==> config.mk <==
export PLATFORM = sky130hd
export DESIGN_NAME = uart_tx_arb_flat
export DESIGN_NICKNAME = d
export VERILOG_FILES = /design/src/rtl/uart_tx_arb_if.sv /design/src/rtl/uart_tx_arb.sv /design/src/flat_wrapper.sv
export SDC_FILE = /design/constraint.sdc
export NUM_CORES = 1
export LEC_CHECK = 0
export CAP_MARGIN = 20
export CORE_UTILIZATION = 46
export CTS_CLUSTER_SIZE = 24
export DETAILED_ROUTE_END_ITERATION = 8
export PLACE_DENSITY = 0.91
export SLEW_MARGIN = 30
export SYNTH_ARGS = -nofsm -noshare
export SYNTH_HDL_FRONTEND = slang
export SYNTH_SLANG_ARGS = --single-unit
==> constraint.sdc <==
create_clock -name clk_i -period 2.4 [get_ports clk_i]
set_input_delay 0.48 -clock clk_i [delete_from_list [all_inputs] [get_ports clk_i]]
set_output_delay 0.48 -clock clk_i [all_outputs]
set_load 0.005 [all_outputs]
==> src/rtl/uart_tx_arb_if.sv <==
// Requester / transmitter-side bundle for uart_tx_arb.
// slave: the arbiter's view; master: the requester/transmitter side.
interface uart_tx_arb_if #(
    parameter int unsigned NREQ   = 4,
    parameter int unsigned DATA_W = 8,
    parameter int unsigned GNT_W  = $clog2(NREQ)
);
    logic [NREQ*DATA_W-1:0] req_data_i;
    logic [NREQ-1:0]        req_v_i;
    logic [NREQ-1:0]        req_rdy_o;
    logic [DATA_W-1:0]      tx_data_o;
    logic                   tx_v_o;
    logic                   busy_o;
    logic [GNT_W-1:0]       gnt_id_o;

    modport slave (
        input  req_data_i, req_v_i,
        output req_rdy_o, tx_data_o, tx_v_o, busy_o, gnt_id_o
    );

    modport master (
        output req_data_i, req_v_i,
        input  req_rdy_o, tx_data_o, tx_v_o, busy_o, gnt_id_o
    );
endinterface

==> src/rtl/uart_tx_arb.sv <==
// uart_tx_arb: shares one bit-serial UART transmitter between NREQ byte
// requesters. One clk_i cycle is one bit time. Frame completion is tracked
// locally because the transmitter has no busy output.
// Optional build macro UART_TX_ARB_PRIO_EN: fixed lowest-index priority
// instead of round-robin; timing is unchanged.
module uart_tx_arb #(
    parameter int unsigned NREQ   = 4,
    parameter int unsigned DATA_W = 8,
    parameter int unsigned GAP    = 0,
    parameter int unsigned GNT_W  = $clog2(NREQ)
) (
    input  logic         clk_i,
    input  logic         rst_i,
    uart_tx_arb_if.slave bus
);
    // Drain covers a whole frame the transmitter might still be sending.
    localparam int unsigned DRAIN_LEN = DATA_W + 2 + GAP;
    localparam int unsigned WAIT_LEN  = DATA_W + GAP;
    localparam int unsigned CNT_W     = $clog2(DRAIN_LEN + 1);

    typedef enum logic [1:0] {
        ST_DRAIN = 2'd0,
        ST_IDLE  = 2'd1,
        ST_SEND  = 2'd2,
        ST_WAIT  = 2'd3
    } state_e;

    state_e             state_q, state_d;
    logic [CNT_W-1:0]   cnt_q, cnt_d;
    logic [GNT_W-1:0]   last_q, last_d;
    logic [DATA_W-1:0]  data_q, data_d;
    logic [GNT_W-1:0]   gnt_q, gnt_d;
    logic               tx_v_q, tx_v_d;
    logic               busy_q, busy_d;
    logic [NREQ-1:0]    req_rdy;

    logic [GNT_W-1:0]   win;
    logic               win_vld;
    logic [DATA_W-1:0]  win_data;

    // Winner selection and its byte, evaluated every cycle.
    always_comb begin
        logic [GNT_W-1:0] idx;
        win      = '0;
        win_vld  = 1'b0;
        win_data = '0;
        idx      = '0;
`ifdef UART_TX_ARB_PRIO_EN
        for (int unsigned i = 0; i < NREQ; i++) begin
            idx = GNT_W'(i);
            if (!win_vld && bus.req_v_i[idx]) begin
                win     = idx;
                win_vld = 1'b1;
            end
        end
`else
        for (int unsigned k = 1; k <= NREQ; k++) begin
            idx = GNT_W'((32'(last_q) + k) % NREQ);
            if (!win_vld && bus.req_v_i[idx]) begin
                win     = idx;
                win_vld = 1'b1;
            end
        end
`endif
        for (int unsigned i = 0; i < NREQ; i++) begin
            if (GNT_W'(i) == win) begin
                win_data = bus.req_data_i[i*DATA_W +: DATA_W];
            end
        end
    end

    // Next-state, counter and accept logic.
    always_comb begin
        state_d = state_q;
        cnt_d   = cnt_q;
        last_d  = last_q;
        data_d  = data_q;
        gnt_d   = gnt_q;
        req_rdy = '0;
        case (state_q)
            ST_DRAIN, ST_WAIT: begin
                if (cnt_q == '0) begin
                    state_d = ST_IDLE;
                end else begin
                    cnt_d = cnt_q - CNT_W'(1);
                end
            end
            ST_IDLE: begin
                if (win_vld) begin
                    req_rdy = NREQ'(1) << win;
                    data_d  = win_data;
                    last_d  = win;
                    gnt_d   = win;
                    state_d = ST_SEND;
                end
            end
            ST_SEND: begin
                cnt_d   = CNT_W'(WAIT_LEN);
                state_d = ST_WAIT;
            end
            default: begin
                state_d = ST_DRAIN;
                cnt_d   = CNT_W'(DRAIN_LEN);
            end
        endcase
        tx_v_d = (state_d == ST_SEND);
        busy_d = (state_d != ST_IDLE);
    end

    // State and output registers; reset waits out a possible in-flight frame.
    always_ff @(posedge clk_i or posedge rst_i) begin
        if (rst_i) begin
            state_q <= ST_DRAIN;
            cnt_q   <= CNT_W'(DRAIN_LEN);
            last_q  <= GNT_W'(NREQ - 1);
            data_q  <= '1;
            gnt_q   <= '0;
            tx_v_q  <= 1'b0;
            busy_q  <= 1'b1;
        end else begin
            state_q <= state_d;
            cnt_q   <= cnt_d;
            last_q  <= last_d;
            data_q  <= data_d;
            gnt_q   <= gnt_d;
            tx_v_q  <= tx_v_d;
            busy_q  <= busy_d;
        end
    end

    assign bus.req_rdy_o = req_rdy;
    assign bus.tx_data_o = data_q;
    assign bus.tx_v_o    = tx_v_q;
    assign bus.busy_o    = busy_q;
    assign bus.gnt_id_o  = gnt_q;
endmodule

==> src/flat_wrapper.sv <==
// flat-port wrapper written by rule: the top's interface ports become plain ports
module uart_tx_arb_flat 
#(
    parameter int unsigned NREQ   = 4,
    parameter int unsigned DATA_W = 8,
    parameter int unsigned GAP    = 0,
    parameter int unsigned GNT_W  = $clog2(NREQ)
)
  (clk_i, rst_i, bus_req_data_i, bus_req_v_i, bus_req_rdy_o, bus_tx_data_o, bus_tx_v_o, bus_busy_o, bus_gnt_id_o);
  uart_tx_arb_if #(.NREQ(NREQ), .DATA_W(DATA_W), .GNT_W(GNT_W)) bus_i ();
  input  logic clk_i;
  input  logic rst_i;
  input wire logic [$bits(bus_i.req_data_i)-1:0] bus_req_data_i;
  input wire logic [$bits(bus_i.req_v_i)-1:0] bus_req_v_i;
  output wire logic [$bits(bus_i.req_rdy_o)-1:0] bus_req_rdy_o;
  output wire logic [$bits(bus_i.tx_data_o)-1:0] bus_tx_data_o;
  output wire logic [$bits(bus_i.tx_v_o)-1:0] bus_tx_v_o;
  output wire logic [$bits(bus_i.busy_o)-1:0] bus_busy_o;
  output wire logic [$bits(bus_i.gnt_id_o)-1:0] bus_gnt_id_o;
  assign bus_i.req_data_i = bus_req_data_i;
  assign bus_i.req_v_i = bus_req_v_i;
  assign bus_req_rdy_o = bus_i.req_rdy_o;
  assign bus_tx_data_o = bus_i.tx_data_o;
  assign bus_tx_v_o = bus_i.tx_v_o;
  assign bus_busy_o = bus_i.busy_o;
  assign bus_gnt_id_o = bus_i.gnt_id_o;
  uart_tx_arb #(.NREQ(NREQ), .DATA_W(DATA_W), .GAP(GAP), .GNT_W(GNT_W)) u_core (.clk_i(clk_i), .rst_i(rst_i), .bus(bus_i));
endmodule
Word level (Yosys, flattened, before mapping)
Cells that the tools add are included.
- output and inout bits: 16
- memory bits (writable): 0
- bits in latches: 0
- register bits: 20
- bits of input ports: 38
- memories kept: 0
- bits in read-only memories: 0
- logic and storage cells: 66
- divide/modulo/power cells: 0
- $lt $le $gt $ge: 4
- multipliers: 0
- shift-type cells: 1
- bitwise operators: 0
- reductions and logical operators: 13
- eq/ne operators: 9
- multiplexer cells: 27
- $add $sub $neg: 5
- operators by type and width (operator ; number):
    2-to-1 mux 8 bit ; 4
    < comparator 2 x 3 -> 1 bit, second input constant ; 4
    2-to-1 mux 2 bit ; 6
    2-to-1 mux 4 bit ; 3
    binary-select mux 1 bit (select 2 bit) ; 4
    2-to-1 mux 1 bit ; 8
    case mux 4 bit (2 select lines) ; 1
    == test 2 bit, second input constant ; 3
    case mux 2 bit (3 select lines) ; 1
    adder 2 x 1 -> 2 bit, second input constant ; 2
    adder 2 bit, second input constant ; 2
    == test 2 bit, first input constant ; 2
    logical NOT 2 bit ; 2
    logical NOT 4 bit ; 1
    AND reduction 2 bit ; 2
    << shifter 1 x 2 -> 4 bit, first input constant ; 1
    subtractor 4 x 1 -> 4 bit, second input constant ; 1
    logical AND 1 bit ; 3
    logical NOT 1 bit ; 3
    == test 1 x 2 -> 1 bit, first input constant ; 1
    == test 2 x 1 -> 1 bit, second input constant ; 1
    inequality test 2 x 1 -> 1 bit, second input constant ; 1
    inequality test 2 bit, second input constant ; 1
    nonzero test 2 bit ; 1
    OR reduction 2 bit ; 1

Depth between registers and ports, before layout
- depth after elaboration: 18
- mapped depth: 7
- depth with buffers taken out: 7

Least setup slack after synthesis
OpenSTA, ideal clock, no wires.
- path kind: input to output
- start point: input bus_req_v_i[1]
- end point: output bus_req_rdy_o[2]
- path slack: 0.471 ns
- required time: 1.920 ns
- arrival time: 1.449 ns
- stages: 5
- cell sequence: or4_4 and2_4 nand2_4 buf_12 nor2_1
- word-level cells in the longest chain between the ends: 15
- ends and longest elaborated chain (item ; line ; RTL):
    start, declared ; flat_wrapper.sv:14 ; input wire logic [$bits(bus_i.req_v_i)-1:0] bus_req_v_i;
    binary-select mux 1 bit (select 2 bit) ; uart_tx_arb.sv:59 ; if (!win_vld && bus.req_v_i[idx]) begin
    2-to-1 mux 1 bit (implied by the code) ; uart_tx_arb.sv:59 ;
    2-to-1 mux 1 bit ; uart_tx_arb.sv:59 ;
    logical NOT 1 bit ; uart_tx_arb.sv:59 ;
    logical AND 1 bit ; uart_tx_arb.sv:59 ;
    2-to-1 mux 1 bit ; uart_tx_arb.sv:59 ;
    logical NOT 1 bit ; uart_tx_arb.sv:59 ;
    logical AND 1 bit ; uart_tx_arb.sv:59 ;
    2-to-1 mux 1 bit ; uart_tx_arb.sv:59 ;
    logical NOT 1 bit ; uart_tx_arb.sv:59 ;
    logical AND 1 bit ; uart_tx_arb.sv:59 ;
    2-to-1 mux 2 bit ; uart_tx_arb.sv:59 ;
    << shifter 1 x 2 -> 4 bit ; uart_tx_arb.sv:90 ; req_rdy = NREQ'(1) << win;
    2-to-1 mux 4 bit * ; uart_tx_arb.sv:89 ; if (win_vld) begin
    2-to-1 mux 4 bit * ; uart_tx_arb.sv:80 ; case (state_q)
    end, declared ; flat_wrapper.sv:15 ; output wire logic [$bits(bus_i.req_rdy_o)-1:0] bus_req_rdy_o;
Every way passes the cells marked *; elsewhere a longest branch is shown, timed or not. The select of a mux whose other input is x is not followed.

Final worst setup path
- start point: register u_core.last_q[1]
- end point: output bus_req_rdy_o[1]
- word-level cells in the longest chain between the ends: 16
- ends and longest elaborated chain (item ; line ; RTL):
    start, declared ; uart_tx_arb.sv:30 ; logic [GNT_W-1:0] last_q, last_d;
    start signal, assigned ; uart_tx_arb.sv:115 ; last_q <= GNT_W'(NREQ - 1);
    start signal, assigned ; uart_tx_arb.sv:123 ; last_q <= last_d;
    adder 2 x 1 -> 2 bit ; uart_tx_arb.sv:58 ; idx = GNT_W'((32'(last_q) + k) % NREQ);
    binary-select mux 1 bit (select 2 bit) ; uart_tx_arb.sv:59 ;
    2-to-1 mux 1 bit (implied by the code) ; uart_tx_arb.sv:59 ;
    2-to-1 mux 1 bit ; uart_tx_arb.sv:59 ;
    logical NOT 1 bit ; uart_tx_arb.sv:59 ;
    logical AND 1 bit ; uart_tx_arb.sv:59 ;
    2-to-1 mux 1 bit ; uart_tx_arb.sv:59 ;
    logical NOT 1 bit ; uart_tx_arb.sv:59 ;
    logical AND 1 bit ; uart_tx_arb.sv:59 ;
    2-to-1 mux 1 bit ; uart_tx_arb.sv:59 ;
    logical NOT 1 bit ; uart_tx_arb.sv:59 ;
    logical AND 1 bit ; uart_tx_arb.sv:59 ;
    2-to-1 mux 2 bit ; uart_tx_arb.sv:59 ;
    << shifter 1 x 2 -> 4 bit ; uart_tx_arb.sv:90 ;
    2-to-1 mux 4 bit * ; uart_tx_arb.sv:89 ;
    2-to-1 mux 4 bit * ; uart_tx_arb.sv:80 ;
Marks and branches as above.

==> metrics.log <==
INFO  metric outcome = finished, final reports clean
INFO  metric grt_antenna_before_repair = 0
INFO  metric antennaDiodeCount = 0
INFO  metric synth_async_sr_flop_share = 100%
INFO  metric grt_first_pass_wirelength = between 5 and 6 mm
INFO  metric cts_htree_levels = 1
INFO  metric cts.clk_slew.worst_paths = around 120 ps
INFO  metric internal_power = approximately 1.5 mW
INFO  metric period_share = between 90% and 100%
INFO  metric post_drt_wl_per_cell = roughly 17 um
INFO  metric total_drc_errors_in_the_routed_layout = 0
INFO  metric critical-path-slowest-cell = sky130_fd_sc_hd__dfstp_2
INFO  metric grt_util_all_layers = a little under a quarter
INFO  metric cts_hold_repair.buffers = 0
INFO  metric critPathMaxStageDelay = 670 ps
INFO  metric power_switching = 0.964 mW
INFO  metric rr_worst_depth = 7
INFO  metric cpLargestDelayFamily = flip-flops
INFO  metric final_critical_path_setup_slack = between 30 and 40 ps
INFO  metric power_density = between 1000 and 1500 nW/um2
INFO  metric finalWorstPathRequiredPeriod = approximately 2400 ps
INFO  metric core = between 2000 and 3000 um2
INFO  metric finalHoldViolations = 0
INFO  metric worstPathRequired = between 1500 and 2000 ps
INFO  metric dr_total_vias = about 1200
INFO  metric drive_above_1_share = 28.3%
INFO  metric gp_congestion = between 0.7 and 0.8
INFO  metric vdd.ir_drop.worst = between 0.9 and 1 mV
INFO  metric worstHoldStart = u_core.bus.gnt_id_o[1]
INFO  metric cts-root-to-sink-buffers = 2
INFO  metric power_frac_comb = about three fifths
INFO  metric number_of_synthesized_register_bits = 20
INFO  metric ys_warn_count = 0
INFO  metric arrival = approximately 1900 ps
INFO  metric timing.setup.critical_path_class = reg2out
INFO  metric netlist_instances = between 100 and 150
INFO  metric cp-start-kind = flop
INFO  metric p_seq_share = between 20% and 30%
INFO  metric setup-violations-final = 0
INFO  metric clock_sinks = 20
INFO  metric effective_utilization_at_floorplan = 50.4%
INFO  metric p_sw_share = just under 40%
INFO  metric worst_setup_path_start = u_core.last_q[1]
INFO  metric clock-root-buffer = sky130_fd_sc_hd__clkbuf_4
INFO  metric end_kind = output pin
INFO  metric grt_setup_unrepaired = true
INFO  metric syn_avg_cell_area = roughly 11 um2
INFO  metric detailedPlacementHpwl = 2.74 mm
INFO  metric dieArea = 3060 um2
INFO  metric reg_to_reg_startpoint = u_core.last_q[1]
INFO  metric floorplan.die.width = about 55 um
INFO  metric nets = 234
INFO  metric numCtsBuffers = 3
INFO  metric tightest_hold_check_type = reg2reg
INFO  metric leakage_dissipation = 0.887 nW
INFO  metric drt.antenna.violating_nets = 0
INFO  metric grt_pass1_vias = approximately 1200
INFO  metric cp_cell_sequence = a21oi_1, a31oi_2, a21o_1, and3_1, clkdlybuf4s15_1
INFO  metric vias_per_cell = around 5.5
INFO  metric std_cell_rows = 18
INFO  metric clock.fmax = ~420 MHz
INFO  metric syn-cell-area = between 1000 and 1500 um2
INFO  metric number_of_distinct_library_cells_after_synthesis = 30
INFO  metric clock_power_share = ~11%
INFO  metric largest_net_degree_at_the_start_of_global_routing = 21
INFO  metric syn_nets = approximately 170
INFO  metric tritoncts = yes
INFO  metric initialDrtViolationCount = 39
INFO  metric firstDrtPassIters = 4
INFO  metric worst-path-max-fanout = 7
INFO  metric ioPinCount = 54
INFO  metric final.setup_skew = 2.94 ps
INFO  metric fin_setup_tns = 0 ps
INFO  metric detailedPlace.worstSlack = -418 ps
INFO  metric whs_path_depth = 2
INFO  metric path_depth = 5
INFO  metric report.final.slew_viol_count = 0
INFO  metric timing_worst_slew_pin_value = between 700 and 800 ps
INFO  metric postSynth.topFlopCell = sky130_fd_sc_hd__dfstp_2
INFO  metric die_h = approximately 55 um
INFO  metric area_growth_syn_to_layout = 53.5%
INFO  metric max_cap_violations = 0
INFO  metric synth-seq-area-share = 39.6%
INFO  metric count_of_buffers_from_port_buffering = 53
INFO  metric clock_latency = ~300 ps
INFO  metric synth_enable_flop_cells = 0
INFO  metric wl = between 3 and 4 mm
INFO  metric gr-total-overflow = 0
INFO  metric timing.slew.headroom = 51.3%
INFO  metric timing.critical_path.buf_inv = 1
## state kept, by name, indices dropped and copies added (netlist names)
name	count
u_core.cnt_q	4
u_core.last_q	2
u_core.bus.tx_v_o	1
u_core.bus.tx_data_o	8
u_core.state_q	2
u_core.bus.busy_o	1
u_core.bus.gnt_id_o	2
## cell usage after synthesis, drive strengths merged, types with 3 or more instances
cell	n	area, um2
dfrtp	7	175
o21ai	3	15.0
nor2	11	41.3
a21oi	7	42.5
buf	4	47.5
mux2i	17	170
nand2	20	90.1
ha	4	50.1
inv	8	30.0
o221ai	9	146
nand2b	5	31.3
dfstp	13	342
## per-layer routing
metal | share of wire, % | up-vias | track usage, %
li1 | - | 575 | -
met1 | 40 | 598 | 28.3
met2 | 55 | 37 | 43.7
met3 | 3.9 | 6 | 2.81
met4 | 1.0 | 0 | 6.43
met5 | 0 | - | 0
## layout make-up
class / count / area, um2
Clock buffer: 3 / 22.5
Clock inverter: 1 / 30.0
Fill cell: 161 / 584
Inverter: 8 / 30.0
Multi-Input combinational cell: 92 / 742
Sequential cell: 20 / 517
Tap cell: 30 / 37.5
Timing Repair Buffer: 67 / 627
## power by group through the flow
stage / sequential, mW / clock (mW) / combinational, mW
2_1_floorplan: 0.692 / 0 / 0.905
3_3_place_gp: 0.694 / 0 / 1.31
3_5_place_dp: 0.706 / 0 / 1.38
4_1_cts: 0.704 / 0.280 / 1.38
5_1_grt: 0.740 / 0.290 / 1.58
6_report: 0.719 / 0.276 / 1.46
## final timing paths
path                                           end  slack [ps]
setup / recovery                  bus_req_rdy_o[1]          40
hold / removal              u_core.bus.gnt_id_o[1]         490
setup reg to reg           u_core.bus.tx_data_o[3]         410
hold reg to reg             u_core.bus.gnt_id_o[1]         490
max in group asynchronous   u_core.bus.gnt_id_o[0]        1360
min in group asynchronous          u_core.cnt_q[2]         580
## tightest hold or removal path: cells and delay by family, from the launching register on
kind             cells  cell delay [ps]
and+or+nand+nor      2              100
DFF                  1              360
## cells in the final DEF, fill, tap and decap left out, types with 2 or more instances in the layout
cell,count
sky130_fd_sc_hd__clkdlybuf4s50_1,45
sky130_fd_sc_hd__nand2_1,18
sky130_fd_sc_hd__mux2i_1,16
sky130_fd_sc_hd__buf_4,13
sky130_fd_sc_hd__dfstp_2,13
sky130_fd_sc_hd__nor2_1,11
sky130_fd_sc_hd__inv_1,8
sky130_fd_sc_hd__o221ai_2,8
sky130_fd_sc_hd__dfrtp_1,7
sky130_fd_sc_hd__a21oi_1,4
sky130_fd_sc_hd__nand2b_1,4
sky130_fd_sc_hd__ha_1,4
sky130_fd_sc_hd__clkdlybuf4s15_1,4
sky130_fd_sc_hd__a21oi_2,3
sky130_fd_sc_hd__o21ai_0,3
sky130_fd_sc_hd__clkbuf_4,3
sky130_fd_sc_hd__nand2_4,2
sky130_fd_sc_hd__nor3_1,2
sky130_fd_sc_hd__and3_1,2
sky130_fd_sc_hd__o31ai_1,2
sky130_fd_sc_hd__dlygate4sd2_1,2
sky130_fd_sc_hd__clkbuf_2,2
## logic make-up (layout without fill, tap and decap cells)
kind of cell / after synthesis / in the layout / synth area share [%]
buffers and inverters: 12 / 79 / 5.94
muxes: 17 / 17 / 13.0
and+or+nand+nor: 46 / 46 / 17.9
DFF: 20 / 20 / 39.6
AOI/OAI and AO/OA: 25 / 25 / 19.7
adders and majority gates: 4 / 4 / 3.83
## through the flow
step | power, mW | hold slack [ps] | cells | utilization [%] | area (um2)
3_3_place_gp | 2.01 | 463 | 214 | 73.7 | 1910
6_report | 2.46 | 488 | 221 | 77.4 | 2010
2_1_floorplan | 1.60 | 434 | 124 | - | 1310
3_5_place_dp | 2.09 | 464 | 214 | 73.7 | 1910
4_1_cts | 2.37 | 491 | 218 | 75.4 | 1950
5_1_grt | 2.61 | 534 | 221 | 77.4 | 2010
## timing repair
item                                    in CTS  in global routing
pin swaps                                    1                  3
setup buffers                                0                  3
endpoints found under the setup margin       4                  3
resized for setup                            9                 13
No activity file was read; power rests on OpenSTA's default activity.
